[config.mk]
export PLATFORM = sky130hd
export DESIGN_NAME = seq_array_divider
export DESIGN_NICKNAME = d
export VERILOG_FILES = /design/src/rtl/seq_array_divider.sv
export SDC_FILE = /design/constraint.sdc
export NUM_CORES = 1
export LEC_CHECK = 0
export CORE_ASPECT_RATIO = 1.2
export CORE_UTILIZATION = 56
export CTS_CLUSTER_DIAMETER = 80
export CTS_CLUSTER_SIZE = 25
export DETAILED_ROUTE_END_ITERATION = 8
export GPL_ROUTABILITY_DRIVEN = 0
export GPL_TIMING_DRIVEN = 1
export MAX_ROUTING_LAYER = met4
export PLACE_DENSITY = 0.89
export SLEW_MARGIN = 5
export SYNTH_ARGS = -nofsm -noshare
export SYNTH_HDL_FRONTEND = slang
export SYNTH_SLANG_ARGS = --single-unit
[constraint.sdc]
create_clock -name clk -period 5 [get_ports clk]
set_input_delay 1 -clock clk [delete_from_list [all_inputs] [get_ports clk]]
set_output_delay 1 -clock clk [all_outputs]
set_load 0.05 [all_outputs]
[src/rtl/seq_array_divider.sv]
// Sequential restoring divider: one shift/compare/subtract step per clock.
// Quotient, remainder and div_by_zero are loaded when a division finishes and hold until the next accept.
module seq_array_divider #(
  parameter int DIVIDEND_W = 8,
  parameter int DIVISOR_W  = 4
) (
  input  logic                  clk,
  input  logic                  rst,
  input  logic                  start,
  input  logic [DIVIDEND_W-1:0] dividend,
  input  logic [DIVISOR_W-1:0]  divisor,
  output logic                  busy,
  output logic                  done,
  output logic [DIVIDEND_W-1:0] quotient,
  output logic [DIVISOR_W-1:0]  remainder,
  output logic                  div_by_zero
);

  localparam int CNT_W = $clog2(DIVIDEND_W + 1);

  typedef enum logic [1:0] {
    S_IDLE = 2'd0,
    S_RUN  = 2'd1,
    S_DONE = 2'd2
  } state_t;

  state_t                state_q;
  logic [DIVIDEND_W-1:0] acc_q;
  logic [DIVIDEND_W-1:0] quot_q;
  logic [DIVISOR_W:0]    prem_q;
  logic [DIVISOR_W-1:0]  dvs_q;
  logic [DIVISOR_W-1:0]  rem_q;
  logic [CNT_W-1:0]      cnt_q;
  logic                  busy_q;
  logic                  done_q;
  logic                  dbz_q;

  logic [DIVISOR_W:0]    shifted_d;
  logic                  ge_d;
  logic [DIVISOR_W:0]    prem_d;
  logic [DIVIDEND_W-1:0] acc_d;

  // One restoring step; prem_q < divisor always, so its top bit is zero and may be dropped on shift.
  always_comb begin
    shifted_d = {prem_q[DIVISOR_W-1:0], acc_q[DIVIDEND_W-1]};
    ge_d      = (shifted_d >= {1'b0, dvs_q});
    if (ge_d) begin
      prem_d = shifted_d - {1'b0, dvs_q};
    end else begin
      prem_d = shifted_d;
    end
    acc_d = {acc_q[DIVIDEND_W-2:0], ge_d};
  end

  always_ff @(posedge clk) begin
    if (rst) begin
      state_q <= S_IDLE;
      acc_q   <= '0;
      quot_q  <= '0;
      prem_q  <= '0;
      dvs_q   <= '0;
      rem_q   <= '0;
      cnt_q   <= '0;
      busy_q  <= 1'b0;
      done_q  <= 1'b0;
      dbz_q   <= 1'b0;
    end else begin
      case (state_q)
        S_IDLE: begin
          done_q <= 1'b0;
          if (start) begin
            busy_q <= 1'b1;
            if (divisor == '0) begin
              quot_q  <= '1;
              rem_q   <= dividend[DIVISOR_W-1:0];
              dbz_q   <= 1'b1;
              done_q  <= 1'b1;
              state_q <= S_DONE;
            end else begin
              acc_q   <= dividend;
              dvs_q   <= divisor;
              prem_q  <= '0;
              cnt_q   <= CNT_W'(DIVIDEND_W);
              dbz_q   <= 1'b0;
              state_q <= S_RUN;
            end
          end
        end
        S_RUN: begin
          acc_q  <= acc_d;
          prem_q <= prem_d;
          cnt_q  <= cnt_q - CNT_W'(1);
          if (cnt_q == CNT_W'(1)) begin
            quot_q  <= acc_d;
            rem_q   <= prem_d[DIVISOR_W-1:0];
            done_q  <= 1'b1;
            state_q <= S_DONE;
          end
        end
        S_DONE: begin
          done_q  <= 1'b0;
          busy_q  <= 1'b0;
          state_q <= S_IDLE;
        end
        default: begin
          done_q  <= 1'b0;
          busy_q  <= 1'b0;
          state_q <= S_IDLE;
        end
      endcase
    end
  end

  assign busy        = busy_q;
  assign done        = done_q;
  assign quotient    = quot_q;
  assign remainder   = rem_q;
  assign div_by_zero = dbz_q;

endmodule

==> results.yml <==
final_layout:
  final_net_count: 256
  area_growth_syn_to_layout_pct: 18.9
  final_cell_mix: "nor2_1 (37), dfxtp_1 (37), clkdlybuf4s50_1 (29)"
  finalNonFillerCells: 271
  nFillCells: 248
  finalCoreUtilization_pct: 69.9
  diodes: 0
  final_layout_size_suffix_gt1_share_pct: 7.66
  final_cell_area_um2: 2140
detailed_routing:
  num_vias: 1627
  drc: 0
  drt_pre_antenna_iters: 4
  ant_nets: 0
  drt_wl_total_um: 3760
  drt_iter0_markers: 49
  post_drt_wl_per_cell_um: 13.9
  vias_per_cell: 6.00
placement:
  dp_hpwl_um: 2600
  dp.cells: 263
  placed_cell_area_um2: 2070
  dp_slack_ns: 1.83
  port_buffers: 29
timing:
  fin_crit_ns: 2.80
  slew_headroom_pct: 46.0
  fin_tns_setup_ns: 0
  setup_violations: 0
  fmax_mhz: 357
  worst_slew_pin_slew_ns: 0.807
  rsz0062_at_grt: "false"
  finalMaxSlewViolations: 0
  finalHoldViolCount: 0
  final.period_utilization_pct: 56.1
  fin_ws_ns: 2.20
  fin_skew_ns: 0.00568
logic_synthesis:
  synth_area_leaders: "dfxtp_1 (41%), nor2_1 (7.7%), a311oi_1 (5.8%), a211oi_1 (4.6%), a21oi_1 (4.5%)"
  synth_edf_count: 0
  postSynth.asyncResetShare_pct: 0
  ys_seq_area_share_pct: 41.2
  ys.flop_type: "dfxtp_1"
  ys_warn_count: 0
  synth_area_um2: 1800
  yosysTopAreaCell: "dfxtp_1"
  ys_ff_latch: 37
  synthesis.nets: 230
  yosysTopAreaCellShare_pct: 41.2
  avgSynthCellArea_um2: 8.64
  syn_inst: 208
  ys_types: 37
setup_path:
  crit_type: "in -> reg"
  cp_max_fo: 23
  cp.required_ns: 5.26
  critPathCaptureType: "flop"
  start_kind: "input pin"
  crit_arrival_ns: 3.06
global_route:
  antenna_found_initial: 0
  grt_pass1_vias: 1464
  grt_pass1_wl_um: 6420
  grt_max_degree: 38
  overflow: 0
  track_usage_pct: 25.9
die:
  core_area_um2: 3060
  boundaryPins: 30
  initial_core_util_pct: 58.8
  die_h_um: 64.1
  rows: 22
  die-area_um2: 3440
  dieWidth_um: 53.7
clock_tree:
  postCtsSetupBuffers: 0
  holdBufCountCts: 0
  ctsLongestPathBuffers: 2
  cts_tree: "done"
  numCtsBuffers: 5
  clock_sinks: 37
  root_buffer: "clkbuf_4"
  path_clk_slew_ns: 0.11
  htreeDepth: 2
  post_cts_resize_count: 0
  clk_latency_ns: 0.35
pwr:
  sw_frac_of_total_pct: 36.1
  power.density_nw_per_um2: 373
  pwr-share-clk_pct: 22.7
  peakVddDrop_mv: 0.248
  combPwrFrac_pct: 32.5
  p_switching_mw: 0.288
  p_seq_share_pct: 44.8
  p_int_mw: 0.510
  p_leak_nw: 0.799
job:
  max-cap-violations: 0
hold_path:
  hp-class: "reg -> reg"
run_status:
  status: "complete, no violations"
sequential cells by signal, indices dropped and copies added, names as in the netlist:
name and flops:
done 1, acc_q 8, remainder 4, prem_q 4, busy 1, cnt_q 4
state_q 2, dvs_q 4, div_by_zero 1, quotient 8
stage by stage:
step / power (mW) / hold WS (ns)
6_report: 0.798 / 0.502
3_3_place_gp: 0.615 / 0.469
2_1_floorplan: 0.556 / 0.446
3_5_place_dp: 0.622 / 0.475
5_1_grt: 0.840 / 0.525
4_1_cts: 0.800 / 0.498
area by class of cell:
class,instances,area (um^2),share of cell area [%]
multi-input combinational,149,935,43.7
sequential,37,741,34.7
timing repair buffer,32,313,14.6
clock buffer,7,65.1,3.04
tap,36,45.0,2.11
inverter,9,33.8,1.58
clock inverter,1,5.00,0.234
worst paths after layout:
kind | cells after the start | from | slack [ns] | end
max | 6 | divisor[3] | 2.20 | remainder[2]
min | 2 | acc_q[3] | 0.50 | acc_q[4]
max reg2reg | 5 | state_q[1] | 2.40 | remainder[2]
min reg2reg | 2 | acc_q[3] | 0.50 | acc_q[4]
worst max-delay path, cell delays in order:
cell and delay [ns]:
clkdlybuf4s50_1 0.49, nor4_4 0.38, a21oi_2 0.14, nor3_4 0.68
nor2_1 0.08, a311oi_1 0.29
power groups by stage:
stage | Sequential (mW) | Combinational [mW] | Clock [mW]
after floorplan | 0.408 | 0.148 | 0
after CTS | 0.357 | 0.260 | 0.183
final | 0.357 | 0.259 | 0.181
after global routing | 0.362 | 0.286 | 0.192
after global placement | 0.362 | 0.253 | 0
after detailed placement | 0.363 | 0.259 | 0
metal layers:
metal | wire length (um) | part of all wire, % | global-route usage [%]
met1 | 1760 | 47 | 31.0
met2 | 1770 | 47 | 41.2
met3 | 149 | 4.0 | 5.00
met4 | 79 | 2.1 | 10.9
met5 | 0 | 0 | -
logic make-up (layout without fill, tap and decap cells):
group / count (synthesis) / in the layout / synth area share, %
simple gates: 83 / 83 / 22.9
compound gates: 55 / 55 / 21.7
flops: 37 / 37 / 41.2
buf+inv: 22 / 49 / 6.82
fa+ha+maj: 7 / 7 / 5.29
xor+xnor: 2 / 2 / 0.974
mux: 2 / 2 / 1.11
Yosys cell counts (4+ instances only):
master     n
nand2_1   21
nand2b_1   5
ha_1       6
buf_6      5
a211oi_1  11
clkbuf_1   6
a31oi_1    6
inv_1      9
a311oi_1  12
nor3_1     4
nor2_1    37
a21oi_1   16
nor4_1     5
dfxtp_1   37
Note: power is estimated with default switching activity, not from simulation.
